--- src/rtl/serializer_pkg.sv ---
// serializer_pkg: constants and state encoding shared by the round-robin
// scheduler and the serializer it feeds.
package serializer_pkg;

    localparam int SER_NUM_CHANNELS = 16;
    localparam int SER_DATA_W       = 8;
    localparam int SER_TIMEOUT      = 16;

    typedef enum logic [1:0] {
        IDLE    = 2'd0,
        COLLECT = 2'd1,
        FLUSH   = 2'd2
    } sched_state_t;

    // Channel index width; never below one bit.
    function automatic int ch_w(input int n);
        return (n > 1) ? $clog2(n) : 1;
    endfunction

endpackage

--- src/rtl/serializer_sched_rr_pick.sv ---
// rr_pick: combinational masked round-robin selector. Returns the first
// requester at or after ptr (wrapping), as one-hot and as an index.
module rr_pick
    import serializer_pkg::*;
#(
    parameter int NUM_CHANNELS = SER_NUM_CHANNELS,
    parameter int CH_W         = ch_w(NUM_CHANNELS)
) (
    input  logic [NUM_CHANNELS-1:0] req,
    input  logic [CH_W-1:0]         ptr,
    output logic [NUM_CHANNELS-1:0] gnt,
    output logic [CH_W-1:0]         idx,
    output logic                    hit
);

    // Scan from the farthest offset back towards ptr so the nearest requester is written last.
    always_comb begin
        int c;
        gnt = '0;
        idx = '0;
        hit = 1'b0;
        c   = 0;
        for (int i = NUM_CHANNELS - 1; i >= 0; i--) begin
            c = (int'(ptr) + i) % NUM_CHANNELS;
            if (req[CH_W'(c)]) begin
                idx = CH_W'(c);
                hit = 1'b1;
            end
        end
        if (hit) gnt[idx] = 1'b1;
    end

endmodule

--- src/rtl/serializer_sched.sv ---
// serializer_sched: round-robin scheduler that shares the serializer input
// between NUM_CHANNELS requesters. Each channel gets at most one word per
// frame; a frame closes with ser_last once every channel is served, or with
// a ser_flush pulse after TIMEOUT idle cycles.
// Optional: define SERIALIZER_SCHED_STATS_EN to add saturating frame counters
// frames_full / frames_flushed.
module serializer_sched
    import serializer_pkg::*;
#(
    parameter int NUM_CHANNELS = SER_NUM_CHANNELS,
    parameter int DATA_W       = SER_DATA_W,
    parameter int TIMEOUT      = SER_TIMEOUT
) (
    input  logic                           clk,
    input  logic                           rst_n,
    input  logic [NUM_CHANNELS-1:0]        req,
    input  logic [NUM_CHANNELS*DATA_W-1:0] data,
    output logic [NUM_CHANNELS-1:0]        gnt,
    output logic [DATA_W-1:0]              ser_din,
    output logic                           ser_valid,
    input  logic                           ser_ready,
    output logic                           ser_last,
    output logic                           ser_flush,
    output logic                           busy
`ifdef SERIALIZER_SCHED_STATS_EN
    ,
    output logic [15:0]                    frames_full,
    output logic [15:0]                    frames_flushed
`endif
);

    localparam int CH_W  = ch_w(NUM_CHANNELS);
    localparam int CNT_W = $clog2(TIMEOUT + 1);

    sched_state_t            state, state_nxt;
    logic [NUM_CHANNELS-1:0] served;
    logic [NUM_CHANNELS-1:0] pick_gnt;
    logic [CH_W-1:0]         rr_ptr;
    logic [CH_W-1:0]         win;
    logic                    hit;
    logic                    slot_free;
    logic                    grant_ok;
    logic                    take;
    logic                    last_hs;
    logic                    timed_out;
    logic                    close_frame;
    logic [CNT_W-1:0]        idle_cnt;

    assign slot_free = ~ser_valid | ser_ready;
    assign last_hs   = ser_valid & ser_ready & ser_last;
    assign timed_out = (idle_cnt == CNT_W'(TIMEOUT));

    rr_pick #(
        .NUM_CHANNELS(NUM_CHANNELS),
        .CH_W        (CH_W)
    ) u_pick (
        .req(req & ~served),
        .ptr(rr_ptr),
        .gnt(pick_gnt),
        .idx(win),
        .hit(hit)
    );

    // Next state, grant qualification and the one-cycle flush pulse.
    always_comb begin
        state_nxt = state;
        grant_ok  = 1'b0;
        ser_flush = 1'b0;
        case (state)
            IDLE: begin
                if (|req) begin
                    state_nxt = COLLECT;
                    grant_ok  = slot_free;
                end
            end
            COLLECT: begin
                // Timeout beats a late request: that request waits for the next frame.
                if (timed_out) begin
                    state_nxt = FLUSH;
                end else begin
                    grant_ok = slot_free;
                    if (last_hs) state_nxt = IDLE;
                end
            end
            FLUSH: begin
                if (!ser_valid) begin
                    ser_flush = 1'b1;
                    state_nxt = IDLE;
                end
            end
            default: state_nxt = IDLE;
        endcase
    end

    // The grant is gated by rst_n so it is low for the whole reset, even with requests pending.
    assign take        = grant_ok & hit & rst_n;
    assign gnt         = take ? pick_gnt : '0;
    assign close_frame = (state != IDLE) && (state_nxt == IDLE);
    assign busy        = (state != IDLE);

    // State register.
    always_ff @(posedge clk or negedge rst_n) begin
        if (!rst_n) state <= IDLE;
        else        state <= state_nxt;
    end

    // Output word register: load on grant, hold under backpressure, empty when the slot frees.
    always_ff @(posedge clk or negedge rst_n) begin
        if (!rst_n) begin
            ser_din   <= '0;
            ser_valid <= 1'b0;
            ser_last  <= 1'b0;
        end else if (take) begin
            ser_din   <= data[int'(win)*DATA_W +: DATA_W];
            ser_valid <= 1'b1;
            ser_last  <= &(served | pick_gnt);
        end else if (slot_free) begin
            ser_valid <= 1'b0;
            ser_last  <= 1'b0;
        end
    end

    // Frame bookkeeping: served mask, round-robin pointer and idle counter.
    always_ff @(posedge clk or negedge rst_n) begin
        if (!rst_n) begin
            served   <= '0;
            rr_ptr   <= '0;
            idle_cnt <= '0;
        end else begin
            if (take) begin
                served   <= served | pick_gnt;
                rr_ptr   <= (win == CH_W'(NUM_CHANNELS - 1)) ? '0 : win + 1'b1;
                idle_cnt <= '0;
            end else if (state == COLLECT && slot_free && !timed_out) begin
                idle_cnt <= idle_cnt + 1'b1;
            end
            if (close_frame) begin
                served   <= '0;
                idle_cnt <= '0;
            end
        end
    end

`ifdef SERIALIZER_SCHED_STATS_EN
    // Saturating counts of frames closed by ser_last and by ser_flush.
    always_ff @(posedge clk or negedge rst_n) begin
        if (!rst_n) begin
            frames_full    <= '0;
            frames_flushed <= '0;
        end else begin
            if (last_hs && frames_full != 16'hFFFF)      frames_full    <= frames_full + 16'd1;
            if (ser_flush && frames_flushed != 16'hFFFF) frames_flushed <= frames_flushed + 16'd1;
        end
    end
`endif

endmodule
--- config.mk ---
export PLATFORM = sky130hd
export DESIGN_NAME = serializer_sched
export DESIGN_NICKNAME = d
export VERILOG_FILES = /design/src/rtl/serializer_pkg.sv /design/src/rtl/serializer_sched_rr_pick.sv /design/src/rtl/serializer_sched.sv
export SDC_FILE = /design/constraint.sdc
export NUM_CORES = 1
export LEC_CHECK = 0
export CORE_MARGIN = 3
export CORE_UTILIZATION = 54
export CTS_CLUSTER_SIZE = 16
export DETAILED_ROUTE_END_ITERATION = 10
export GPL_TIMING_DRIVEN = 0
export PLACE_DENSITY_LB_ADDON = 0.3
export SYNTH_ARGS = -nofsm -noshare
export SYNTH_HDL_FRONTEND = slang
export SYNTH_SLANG_ARGS = --single-unit
--- constraint.sdc ---
create_clock -name clk -period 11.9 [get_ports clk]
set_input_delay 2.38 -clock clk [delete_from_list [all_inputs] [get_ports clk]]
set_output_delay 2.38 -clock clk [all_outputs]
set_load 0.005 [all_outputs]
* After elaboration in Yosys (flattened, before gate mapping)
Cells that the tools add are included.
Word-level totals: flip-flop bits (word level) 37, latch bits 0, bits in writable memories 0, memory bits (read-only) 0, bits of input ports 147, output and inout port bits 28, memories kept 0
Cells by class: add/sub/neg operators 17, $mul 0, div/mod/pow operators 0, order comparisons 18, equality and inequality tests 4, shift operators 1, multiplexer cells 103, bitwise logic cells 9, reduce and logical (&&, ||, !) cells 13
Operators with widths (number):
- 128-bit by 8-bit variable part select with 8-bit output | 1
- 4-bit by 6-bit < comparator with 1-bit output (second input constant) | 16
- 4-bit 2-to-1 mux | 17
- 1-bit binary-select mux with 4-bit select | 16
- 16-bit 2-to-1 mux | 4
- 1-bit 2-to-1 mux | 56
- 4-bit adder (second input constant) | 8
- 4-bit by 3-bit adder with 4-bit output (second input constant) | 4
- 16-bit bitwise AND | 1
- 16-bit inverter | 1
- 16-bit OR | 1
- 16-bit AND reduction | 1
- 16-bit OR reduction | 1
- 5-bit 2-to-1 mux | 3
- 4-bit by 1-bit adder with 4-bit output (second input constant) | 2
- 4-bit by 2-bit adder with 4-bit output (second input constant) | 2
- 2-bit 2-to-1 mux | 4
- 2-bit one-hot mux with 3 select lines | 1
- 2-bit nonzero test | 3
- 5-bit by 1-bit adder with 5-bit output (second input constant) | 1
- 5-bit == test (second input constant) | 1
- 4-bit by 5-bit < comparator with 1-bit output (second input constant) | 1
- 1-bit bitwise AND | 4
- 1-bit demux with 4-bit select | 1
- 11 further kinds | 15

* Logic depth before layout (Yosys ltp)
Gate-level depths: netlist (run 1).
word-level depth 29, depth in mapped cells 23

* Cells and area by module
From an unflattened synthesis (run 1), not the netlist that was laid out.
Unflattened totals: cell total of the unflattened synthesis 579, area total of the unflattened synthesis 5584.1 µm²
By module, submodules not included:
- serializer_sched | instances 1, cells an instance 282, area each 3021.6 µm²
- rr_pick | instances 1, cells an instance 297, area each 2562.5 µm²

* Worst setup path before layout (run 1)
OpenSTA, ideal clock, no wires.
path kind input to output, start point input port req[15], end point output port gnt[11], arrival 5.599 ns, data required time 9.520 ns, slack 3.921 ns, stages on the path 15, buffers on the path 3, cell sequence or2b_1 mux2i_1 mux4_2 mux2_2 nor3_2 nor4b_2 a22oi_1 a22oi_4 buf_6 buf_6 buf_6 ha_1 o41ai_1 or2_2 nor2_1
On the way: cells in the longest elaborated chain, start to end 26, elaborated cells between the ends (all ways) 93
Ends and longest elaborated chain:
- from (decl) | RTL line serializer_sched.sv:16 | input logic [NUM_CHANNELS-1:0] req,
- 16-bit bitwise AND | RTL line serializer_sched.sv:57 | .req(req & ~served),
- 1-bit binary-select mux with 4-bit select | RTL line serializer_sched_rr_pick.sv:25 | if (req[CH_W'(c)]) begin
- 1-bit 2-to-1 mux (implied by the code) (2 in a row) | RTL line serializer_sched_rr_pick.sv:25
- 4-bit 2-to-1 mux (16 in a row) | RTL line serializer_sched_rr_pick.sv:25
- 4-bit by 5-bit < comparator with 1-bit output (implied by the code) / 4-bit by 1-bit >= comparator with 1-bit output (equally long branches) | RTL line serializer_sched_rr_pick.sv:30 | if (hit) gnt[idx] = 1'b1;
- 1-bit logical AND (implied by the code) | RTL line serializer_sched_rr_pick.sv:30
- 1-bit 2-to-1 mux (implied by the code) | RTL line serializer_sched_rr_pick.sv:30
- 1-bit demux with 4-bit select
- 16-bit 2-to-1 mux | RTL line serializer_sched_rr_pick.sv:30
- 16-bit 2-to-1 mux (*) | RTL line serializer_sched.sv:97 | assign gnt = take ? pick_gnt : '0;
- to (decl) | RTL line serializer_sched.sv:18 | output logic [NUM_CHANNELS-1:0] gnt,
Every way passes the cells marked *; elsewhere a longest branch is shown, timed or not. The select of a mux whose other input is x is not followed.

* Worst setup path in the final report (run 1)
start point input port req[11], end point output port gnt[7]
The elaborated chain is that of the path after synthesis.

==> results by group, run 1 <==
Outcome
  – Result of the run: completed

Clocking
  – Cts bufs inserted: 5
  – Latest clock arrival within the worst-skew pair: 280 ps
  – CTS-repair resized insts: 0
  – Clock root cell: sky130_fd_sc_hd__clkbuf_16
  – Buffer depth of the longest clock path: 2
  – TritonCTS clock tree: yes
  – Clock Pin Slew Worst Setup and Hold Paths: 50 ps
  – Post-CTS Repair Setup Buffers: 0
  – Clock Sink Count: 37
  – H-tree depth: 2
  – Number of buffers added to fix hold violations after cts: 0

Synth
  – Synth cell types: 92
  – Post-synthesis sequential area ratio: 0.1520
  – Synth Net Count: 815
  – Average size of a mapped cell: 9.259 µm²
  – Most used flip-flop cell after synthesis: sky130_fd_sc_hd__dfrtp_1
  – Cell area after synthesis: 6092 µm²
  – Synthesized instance count: 658
  – Share of the synthesized area in the top cell type: 0.1758
  – Leading post-synthesis cells by cell area: sky130_fd_sc_hd__mux2i_1, sky130_fd_sc_hd__dfrtp_1, sky130_fd_sc_hd__mux4_2
  – Asr flop ratio synth: 1.000
  – Post-synthesis cell type with the largest combined area: sky130_fd_sc_hd__mux2i_1
  – Register bit total from synthesis: 37
  – Number of enable flip-flop cells after synthesis: 0
  – Number of warning messages in the yosys log: 0

GRT
  – Largest net degree at the start of global routing: 39
  – Overall Global Routing Usage: 0.3797
  – Initial antenna violation count: 0
  – Overflow after GRT: 0
  – Vias in the first global route: 6955
  – Global-route wire length before repair: 37.91 mm

Setup path
  – Slowest cell delay on critical path: 580 ps
  – Arrival @ worst endpoint: 7530 ps
  – Ordered cell list for the critical path: clkdlybuf4s50_1 > nand2b_1 > mux2i_1 > mux4_2 > mux2i_2 > nand3_1 > nor4b_2 > a22oi_1 > a22oi_4 > buf_6 > buf_6 > buf_6 > ha_1 > o41ai_1 > or2_2 > nor2_1 > clkdlybuf4s50_1
  – CP max FO: 10
  – Kind of cell adding the most delay to the critical path: buffers and inverters
  – Critical path buffers and inverters: 5
  – Crit. End Element: output pin
  – Most used cell, CP: sky130_fd_sc_hd__buf_6
  – Startpoint type of the worst setup path: primary input
  – Crit Path Category: in2out
  – Req. time, crit path: 9520 ps
  – Worst path slowest cell: sky130_fd_sc_hd__mux4_2

Drt
  – Average wire length per cell after detail routing: 24.54 µm
  – Detailed Route WL: 24.05 mm
  – Average vias per placed instance: 6.884
  – Starting DRC count in detailed routing: 796
  – Final antenna-violating net count: 0
  – Via total after detailed routing: 6746
  – Number of search-and-repair iterations in the first detailed-routing pass: 8
  – Drt drc: 0

Timing
  – Number of endpoints failing setup at the final stage: 0
  – Setup slack after layout: 1994 ps
  – Crit share post-route: 0.8325
  – Transition time at the pin with the least slew margin: 1090 ps
  – Sum of negative setup slack: 0 ps
  – Relative slew slack: 0.2639
  – Fin Clk Skew: 4.064 ps
  – Unrepaired setup endpoints after global routing: no
  – Total count of hold-check failures in the final report: 0
  – Count of final max-slew check failures: 0
  – Max Clock Freq: 100.9 MHz
  – Fin crit period: 9906 ps

Floorplanning
  – DIE AREA: 12590 µm²
  – Chip Width: 112.2 µm
  – Core area: 10940 µm²
  – Height of the die: 112.2 µm
  – Effective utilization at floorplan: 0.5571
  – Number of ports placed on the die boundary: 175
  – Num rows: 38

Hold path
  – Worst hold-check path type: reg2reg

Finish
  – Layout net count: 996
  – Area grow syn2layout: 34.28%
  – Fraction of final layout cells with drive strength greater than 1: 0.1298
  – Count of antenna diodes in the layout: 0

Place
  – Worst-case setup slack after placement: 2134 ps
  – Detailed-placement wirelength estimate: 19.10 mm
  – Routability congestion estimate: 1.047
  – Number of buffers inserted by port buffering: 174

Run
  – Max-cap violations: 0
## synth_stat cells, drive strengths merged, types with 8 or more instances
library cell	instances
nor3	10
mux4	33
ha	10
dfrtp	37
nand2	62
nand2b	21
xnor2	13
o21a	17
a221oi	17
mux2	11
nand3	19
inv	17
o21ai	15
a22oi	14
mux2i	112
a21oi	21
buf	27
clkbuf	8
nor2b	20
nor2	59
o22ai	9
## worst min-delay path: cells and delay by family, from the launching register on
kind             cells  cell delay [ps]
AND/OR/NAND/NOR      2              150
flip-flops           1              340
## cells in the final DEF (no fill, tap or decap), types with 5 or more instances in the layout
master,Yosys,final
sky130_fd_sc_hd__a21oi_2,6,6
sky130_fd_sc_hd__nand2_1,60,60
sky130_fd_sc_hd__buf_6,9,9
sky130_fd_sc_hd__o22ai_1,9,9
sky130_fd_sc_hd__nand4_1,5,5
sky130_fd_sc_hd__nand2b_1,21,21
sky130_fd_sc_hd__ha_1,10,10
sky130_fd_sc_hd__o31ai_1,6,6
sky130_fd_sc_hd__a211oi_1,5,5
sky130_fd_sc_hd__buf_2,6,7
sky130_fd_sc_hd__xnor2_1,11,11
sky130_fd_sc_hd__buf_4,7,7
sky130_fd_sc_hd__and2_1,5,5
sky130_fd_sc_hd__mux4_2,21,21
sky130_fd_sc_hd__inv_1,14,14
sky130_fd_sc_hd__mux2_2,9,9
sky130_fd_sc_hd__o21ai_0,11,11
sky130_fd_sc_hd__dfrtp_1,37,37
sky130_fd_sc_hd__nor2_1,54,54
sky130_fd_sc_hd__mux4_1,12,12
sky130_fd_sc_hd__xor2_1,6,6
sky130_fd_sc_hd__a31oi_1,5,5
sky130_fd_sc_hd__mux2i_1,107,107
sky130_fd_sc_hd__a21oi_1,13,13
sky130_fd_sc_hd__clkdlybuf4s50_1,0,173
sky130_fd_sc_hd__nor3_1,9,9
sky130_fd_sc_hd__nand3_1,19,19
sky130_fd_sc_hd__o2bb2ai_1,6,6
sky130_fd_sc_hd__o21a_1,17,17
sky130_fd_sc_hd__nor2b_1,20,20
sky130_fd_sc_hd__clkbuf_16,0,5
sky130_fd_sc_hd__a22oi_1,13,13
sky130_fd_sc_hd__a221oi_1,17,17
sky130_fd_sc_hd__clkbuf_1,8,8
## registers in the layout, indices dropped and copies added, names as in the netlist
name and cells:
served 16, ser_din 8, idle_cnt 5, rr_ptr 4, state 2, ser_last 1, ser_valid 1
## per-stage QoR
step	instances	hold WS, ps	area, µm²	util
after floorplan	658	486.1	6092	-
after global placement	972	476.9	8009	0.7324
after detailed placement	972	494.7	8004	0.7319
after CTS	980	522.7	8180	0.7481
after global routing	980	537.7	8180	0.7481
final	980	526.5	8180	0.7481
## final timing paths
| check | depth (start not counted) | start | end | slack, ps |
|---|---|---|---|---|
| setup / recovery | 17 | req[11] | gnt[7] | 1990 |
| hold / removal | 2 | ser_din[3]$_DFFE_PN0P_ | ser_din[3]$_DFFE_PN0P_ | 530 |
| setup reg to reg | 19 | rr_ptr[1]$_DFFE_PN0P_ | ser_last$_DFFE_PN0P_ | 5420 |
| hold reg to reg | 2 | ser_din[3]$_DFFE_PN0P_ | ser_din[3]$_DFFE_PN0P_ | 530 |
| max in group asynchronous | 1 | rst_n | ser_din[2]$_DFFE_PN0P_ | 9170 |
| min in group asynchronous | 1 | rst_n | state[1]$_DFF_PN0_ | 2200 |
## area by class of cell
cell class / count / area [µm²]
Buffer: 35 / 292.8
Clock buffer: 6 / 138.9
Clock inverter: 2 / 37.54
Fill cell: 714 / 2755
Inverter: 18 / 75.07
Multi-Input combinational cell: 568 / 4798
Sequential cell: 37 / 925.9
Tap cell: 140 / 175.2
Timing Repair Buffer: 174 / 1737
## layer usage
layer  routed length, µm  track usage  vias to the layer above
li1                    -            -                     2916
met1                8231       0.4392                     3157
met2               11780       0.6591                      546
met3                2340      0.06523                      127
met4                1698       0.2220                        0
met5                   0            0                        -
## logic make-up after synthesis
group | Yosys count | synth area share
adder cells (fa/ha/maj) | 10 | 0.02054
XOR/XNOR | 19 | 0.03163
AND/OR/NAND/NOR | 226 | 0.1902
buffers and inverters | 53 | 0.06038
multiplexers | 156 | 0.3411
AO/OA/AOI/OAI | 157 | 0.2041
flip-flops | 37 | 0.1520
Power of run 1 is left out: the tool's default activity adds up to more than one toggle a clock period on the data nets, which glitch-free logic cannot reach.
==> inputs of run 2 (changes only) <==
--- a/config.mk
+++ b/config.mk
@@ -6,7 +6,7 @@
 export NUM_CORES = 1
 export LEC_CHECK = 0
 export CORE_MARGIN = 3
-export CORE_UTILIZATION = 54
+export CORE_UTILIZATION = 45
 export CTS_CLUSTER_SIZE = 16
 export DETAILED_ROUTE_END_ITERATION = 10
 export GPL_TIMING_DRIVEN = 0
==> constraint.sdc (replaced) <==
create_clock -name clk -period 8.58 [get_ports clk]
set_input_delay 1.716 -clock clk [delete_from_list [all_inputs] [get_ports clk]]
set_output_delay 1.716 -clock clk [all_outputs]
set_load 0.005 [all_outputs]
==> results by group, run 2 (synthesis gave the netlist of run 1 again) <==
Outcome
  – Result of the run: completed (unchanged)

Drt
  – Starting DRC count in detailed routing: 703 (was 796)
  – Via total after detailed routing: 6488 (was 6746)
  – Detailed Route WL: 23.53 mm (was 24.05 mm)
  – Final antenna-violating net count: 0 (unchanged)
  – Average wire length per cell after detail routing: 23.23 µm (was 24.54 µm)
  – Average vias per placed instance: 6.405 (was 6.884)
  – Number of search-and-repair iterations in the first detailed-routing pass: 5 (was 8)
  – Drt drc: 0 (unchanged)

GRT
  – Vias in the first global route: 6542 (was 6955)
  – Overall Global Routing Usage: 0.3100 (was 0.3797)
  – Global-route wire length before repair: 36.05 mm (was 37.91 mm)
  – Largest net degree at the start of global routing: 39 (unchanged)
  – Initial antenna violation count: 0 (unchanged)
  – Overflow after GRT: 0 (unchanged)

Setup path
  – Most used cell, CP: sky130_fd_sc_hd__buf_6 (unchanged)
  – Ordered cell list for the critical path: clkdlybuf4s50_1 > nand2b_1 > mux2i_1 > mux4_2 > mux2_2 > nor3_2 > nor4b_2 > a22oi_1 > a22oi_4 > buf_6 > buf_6 > buf_6 > ha_1 > o41ai_1 > or2_2 > nor2_1 > clkdlybuf4s50_1 (was clkdlybuf4s50_1 > nand2b_1 > mux2i_1 > mux4_2 > mux2i_2 > nand3_1 > nor4b_2 > a22oi_1 > a22oi_4 > buf_6 > buf_6 > buf_6 > ha_1 > o41ai_1 > or2_2 > nor2_1 > clkdlybuf4s50_1)
  – CP max FO: 10 (unchanged)
  – Req. time, crit path: 6860 ps (was 9520 ps)
  – Crit. End Element: output pin (unchanged)
  – Capturing point of the worst reg2reg path: ser_last$_DFFE_PN0P_ (unchanged)
  – Worst R2R Path Depth: 20 (was 19)
  – Slowest cell delay on critical path: 560 ps (was 580 ps)
  – Startpoint type of the worst setup path: primary input (unchanged)
  – Worst path slowest cell: sky130_fd_sc_hd__clkdlybuf4s50_1 (was sky130_fd_sc_hd__mux4_2)
  – Flop-to-flop setup slack: 2630 ps (was 5420 ps)
  – Launching element of the worst setup path: req[1] (was req[11])
  – Arrival @ worst endpoint: 6540 ps (was 7530 ps)
  – Crit Path Category: in2out (unchanged)
  – Critical R2R Launch: rr_ptr[1]$_DFFE_PN0P_ (unchanged)

Finish
  – Area grow syn2layout: 35.70% (was 34.28%)
  – Final design area excluding fillers: 8267 µm² (was 8180 µm²)
  – Count of antenna diodes in the layout: 0 (unchanged)
  – Largest Register: served (unchanged)
  – Area of the multi-input gates: 4868 µm² (was 4798 µm²)
  – Leading cell type in the layout, fill and taps excluded: sky130_fd_sc_hd__clkdlybuf4s50_1 (unchanged)
  – Commonest non-fill, non-tap cells in the layout: sky130_fd_sc_hd__clkdlybuf4s50_1, sky130_fd_sc_hd__mux2i_1, sky130_fd_sc_hd__nand2_1, sky130_fd_sc_hd__nor2_1, sky130_fd_sc_hd__dfrtp_1 (unchanged)
  – Layout net count: 997 (was 996)
  – Fraction of final layout cells with drive strength greater than 1: 0.1463 (was 0.1298)
  – Seq. cell area: 925.9 µm² (unchanged)
  – Fill cell total of the finished layout: 1111 (was 714)
  – Number of flip-flops under the largest register name: 16 (unchanged)
  – Top flop regs: served x16, ser_din x8, idle_cnt x5 (unchanged)

Clocking
  – TritonCTS clock tree: yes (unchanged)
  – Buffer depth of the longest clock path: 2 (unchanged)
  – Clock Pin Slew Worst Setup and Hold Paths: 50 ps (about the same)
  – Latest clock arrival within the worst-skew pair: 280 ps (about the same)
  – Clock root cell: sky130_fd_sc_hd__clkbuf_16 (unchanged)
  – Clock Sink Count: 37 (unchanged)
  – Number of buffers added to fix hold violations after cts: 0 (unchanged)
  – Cts bufs inserted: 5 (unchanged)
  – H-tree depth: 2 (unchanged)

Timing
  – Max Clock Freq: 121.1 MHz
  – Count of final max-slew check failures: 0 (unchanged)
  – Crit share post-route: 0.9623
  – Number of endpoints failing setup at the final stage: 0 (unchanged)
  – Sum of negative setup slack: 0 ps (unchanged)
  – Fin crit period: 8257 ps
  – Fin Clk Skew: 6.130 ps (was 4.064 ps)
  – Unrepaired setup endpoints after global routing: no (unchanged)
  – Relative slew slack: 0.3362 (was 0.2639)
  – Total count of hold-check failures in the final report: 0 (unchanged)
  – Transition time at the pin with the least slew margin: 982.8 ps (was 1090 ps)

Hold path
  – Source of the worst hold timing path: ser_din[6]$_DFFE_PN0P_ (was ser_din[3]$_DFFE_PN0P_)
  – Worst hold-check path type: reg2reg (unchanged)
  – Cell depth of the worst hold path: 2 (unchanged)
  – Hold endpoint: ser_din[6]$_DFFE_PN0P_ (was ser_din[3]$_DFFE_PN0P_)

Floorplanning
  – Chip Width: 122.4 µm (was 112.2 µm)
  – Core area: 12930 µm² (was 10940 µm²)
  – Effective utilization at floorplan: 0.4713 (was 0.5571)
  – DIE AREA: 14970 µm² (was 12590 µm²)
  – Height of the die: 122.4 µm (was 112.2 µm)
  – Num rows: 41 (was 38)
  – Number of ports placed on the die boundary: 175 (unchanged)

Run
  – Max-cap violations: 0 (unchanged)

Place
  – Detailed-placement wirelength estimate: 19.34 mm (was 19.10 mm)
  – Routability congestion estimate: 1.008 (was 1.047)
  – Cell Area, Placed: 8044 µm² (was 8004 µm²)
  – Number of buffers inserted by port buffering: 174 (unchanged)
## run 2: cell types whose count changed in the layout (fill, tap and decap cells not counted), moves of 2 or more
| cell | before | now |
|---|---|---|
| sky130_fd_sc_hd__mux2i_4 | 3 | 5 |
| sky130_fd_sc_hd__nand2b_1 | 21 | 11 |
| sky130_fd_sc_hd__nand2b_2 | 0 | 7 |
| sky130_fd_sc_hd__nand2b_4 | 0 | 3 |
## run 2: final cells by class
cell class                 count  share of cell area
buffer                        35             0.03557
clock buffer                   6             0.01559
clock inverter                 2            0.001816
inverter                      18            0.009081
multi-input combinational    568              0.5889
sequential                    37              0.1120
tap                          172             0.02603
timing repair buffer         175              0.2110
## run 2: per-stage QoR
stage	hold slack, ps	util	setup WS, ps	instances
after floorplan	486.1	-	1929	658
final	490.8	0.6395	323.2	1013
after global placement	476.8	0.6226	123.5	1004
after global routing	507.5	0.6395	15.07	1013
after CTS	492.1	0.6334	36.69	1012
after detailed placement	480.5	0.6222	81.99	1004
## run 2: critical path: cells and delay by family
kind                       cells  cell delay (ps)
buffers and inverters          5             1590
and+or+nand+nor                5             1260
muxes                          3             1140
AOI/OAI and AO/OA              3              580
adders and majority gates      1              240
## run 2: metal layers
metal | wire length [µm] | track usage | part of all wire
met1 | 8723 | 0.3706 | 0.37
met2 | 11950 | 0.5462 | 0.51
met3 | 1514 | 0.03641 | 0.064
met4 | 1345 | 0.1603 | 0.057
met5 | 0 | 0 | 0
## run 2: worst max-delay path by stage
stage	end
2_1_floorplan	gnt[11]
3_3_place_gp	gnt[3]
3_5_place_dp	gnt[3]
4_1_cts	gnt[3]
5_1_grt	gnt[3]
6_report	gnt[7]
## run 2: what timing repair did
item / in CTS / in global routing
setup endpoints to repair: 0 / 4
setup buffers: 0 / 1
gates resized for setup: 0 / 16
Power of run 2 is left out for the same reason.
==> inputs of run 3 (changes only) <==
--- a/config.mk
+++ b/config.mk
@@ -6,7 +6,7 @@
 export NUM_CORES = 1
 export LEC_CHECK = 0
 export CORE_MARGIN = 3
-export CORE_UTILIZATION = 45
+export CORE_UTILIZATION = 40
 export CTS_CLUSTER_SIZE = 16
 export DETAILED_ROUTE_END_ITERATION = 10
 export GPL_TIMING_DRIVEN = 0
==> results by group, run 3 (synthesis gave the netlist of run 1 again) <==
Timing
  – Fin Clk Skew: 6.509 ps (was 6.130 ps)
  – Unrepaired setup endpoints after global routing: no (unchanged)
  – Total count of hold-check failures in the final report: 0 (unchanged)
  – Number of endpoints failing setup at the final stage: 0 (unchanged)
  – Fin crit period: 8383 ps (was 8257 ps)
  – Crit share post-route: 0.9770 (was 0.9623)
  – Sum of negative setup slack: 0 ps (unchanged)
  – Max Clock Freq: 119.3 MHz (was 121.1 MHz)
  – Relative slew slack: 0.3945 (was 0.3362)
  – Transition time at the pin with the least slew margin: 896.6 ps (was 982.8 ps)
  – Count of final max-slew check failures: 0 (unchanged)

Finish
  – Area grow syn2layout: 35.24% (was 35.70%)
  – Leading cell type in the layout, fill and taps excluded: sky130_fd_sc_hd__clkdlybuf4s50_1 (unchanged)
  – Commonest non-fill, non-tap cells in the layout: sky130_fd_sc_hd__clkdlybuf4s50_1, sky130_fd_sc_hd__mux2i_1, sky130_fd_sc_hd__nand2_1, sky130_fd_sc_hd__nor2_1, sky130_fd_sc_hd__dfrtp_1 (unchanged)
  – Count of antenna diodes in the layout: 0 (unchanged)
  – Layout net count: 996 (was 997)
  – Number of flip-flops under the largest register name: 16 (unchanged)
  – Final design area excluding fillers: 8239 µm² (was 8267 µm²)
  – Top flop regs: served x16, ser_din x8, idle_cnt x5 (unchanged)
  – Fraction of final layout cells with drive strength greater than 1: 0.1369 (was 0.1463)
  – Largest Register: served (unchanged)

Drt
  – Starting DRC count in detailed routing: 474 (was 703)
  – Via total after detailed routing: 6226 (was 6488)
  – Average wire length per cell after detail routing: 21.26 µm (was 23.23 µm)
  – Detailed Route WL: 21.77 mm (was 23.53 mm)
  – Final antenna-violating net count: 0 (unchanged)
  – Average vias per placed instance: 6.080 (was 6.405)
  – Number of search-and-repair iterations in the first detailed-routing pass: 5 (unchanged)
  – Drt drc: 0 (unchanged)

Clocking
  – Clock Sink Count: 37 (unchanged)
  – Cts bufs inserted: 5 (unchanged)
  – CTS-repair resized insts: 0 (unchanged)
  – Number of buffers added to fix hold violations after cts: 0 (unchanged)
  – Post-CTS Repair Setup Buffers: 0 (unchanged)
  – TritonCTS clock tree: yes (unchanged)
  – H-tree depth: 2 (unchanged)
  – Clock Pin Slew Worst Setup and Hold Paths: 60 ps (was 50 ps)
  – Buffer depth of the longest clock path: 2 (unchanged)
  – Latest clock arrival within the worst-skew pair: 290 ps (was 280 ps)
  – Clock root cell: sky130_fd_sc_hd__clkbuf_16 (unchanged)

Place
  – Detailed-placement wirelength estimate: 17.81 mm (was 19.34 mm)
  – Routability congestion estimate: 0.9400 (was 1.008)
  – Number of buffers inserted by port buffering: 174 (unchanged)
  – Cell Area, Placed: 8059 µm² (was 8044 µm²)

Setup path
  – Arrival @ worst endpoint: 6670 ps (was 6540 ps)
  – Crit Path Category: in2out (unchanged)
  – CP max FO: 10 (unchanged)
  – Req. time, crit path: 6860 ps (about the same)
  – Crit. End Element: output pin (unchanged)
  – Startpoint type of the worst setup path: primary input (unchanged)

Floorplanning
  – DIE AREA: 16750 µm² (was 14970 µm²)
  – Height of the die: 129.4 µm (was 122.4 µm)
  – Number of ports placed on the die boundary: 175 (unchanged)
  – Core area: 14700 µm² (was 12930 µm²)
  – Chip Width: 129.4 µm (was 122.4 µm)
  – Num rows: 44 (was 41)
  – Effective utilization at floorplan: 0.4145 (was 0.4713)

GRT
  – Overall Global Routing Usage: 0.2515 (was 0.3100)
  – Global-route wire length before repair: 33.49 mm (was 36.05 mm)
  – Overflow after GRT: 0 (unchanged)
  – Initial antenna violation count: 0 (unchanged)
  – Largest net degree at the start of global routing: 39 (unchanged)
  – Vias in the first global route: 6199 (was 6542)

Outcome
  – Result of the run: completed (unchanged)

Run
  – Max-cap violations: 0 (unchanged)

Hold path
  – Worst hold-check path type: reg2reg (unchanged)
-- run 3: per-stage QoR --
| stage | hold WS, ps | std cells | setup WS, ps | util |
|---|---|---|---|---|
| after floorplan | 486.1 | 658 | 1929 | - |
| after global placement | 475.2 | 1016 | 232.7 | 0.5486 |
| after detailed placement | 483.9 | 1016 | 200.1 | 0.5483 |
| after CTS | 498.7 | 1024 | 176.4 | 0.5582 |
| after global routing | 534.1 | 1024 | 4.839 | 0.5605 |
| final | 505.9 | 1024 | 197.3 | 0.5605 |
-- run 3: cell type report --
type / instances / area (µm²)
plain buffers: 35 / 294.0
clock buffers: 5 / 125.1
clock inverters: 3 / 21.27
fillers: 1346 / 6460
inverters: 18 / 75.07
multi-input cells: 568 / 4831
flip-flops and latches: 37 / 925.9
well taps: 184 / 230.2
repair buffers: 174 / 1737
-- run 3: critical path, stage by stage --
cell                              delay (ps)
sky130_fd_sc_hd__clkdlybuf4s50_1         460
sky130_fd_sc_hd__nand2b_1                290
sky130_fd_sc_hd__mux2i_1                 180
sky130_fd_sc_hd__mux4_2                  560
sky130_fd_sc_hd__mux2_2                  390
sky130_fd_sc_hd__nor3_2                  250
sky130_fd_sc_hd__nor4b_2                 230
sky130_fd_sc_hd__a22oi_1                 130
sky130_fd_sc_hd__a22oi_4                 250
sky130_fd_sc_hd__buf_6                   200
sky130_fd_sc_hd__buf_6                   190
sky130_fd_sc_hd__buf_6                   190
sky130_fd_sc_hd__ha_1                    230
sky130_fd_sc_hd__o41ai_1                 190
sky130_fd_sc_hd__or2_2                   370
sky130_fd_sc_hd__nor2_1                  260
sky130_fd_sc_hd__clkdlybuf4s50_1         560
-- run 3: path summary, 6_finish.rpt --
kind	from	end	slack [ps]	cells after the start
max	req[10]	gnt[11]	200	17
min	ser_din[1]$_DFFE_PN0P_	ser_din[1]$_DFFE_PN0P_	510	2
max reg2reg	rr_ptr[1]$_DFFE_PN0P_	ser_last$_DFFE_PN0P_	2630	20
min reg2reg	ser_din[1]$_DFFE_PN0P_	ser_din[1]$_DFFE_PN0P_	510	2
max in group asynchronous	rst_n	ser_din[1]$_DFFE_PN0P_	6500	1
min in group asynchronous	rst_n	state[1]$_DFF_PN0_	1530	1
-- run 3: per-layer routing --
metal / wire [µm] / GRT usage
met1: 8994 / 0.3321
met2: 10750 / 0.4351
met3: 1423 / 0.03545
met4: 602 / 0.06357
met5: 0 / 0
Power of run 3 is left out for the same reason.
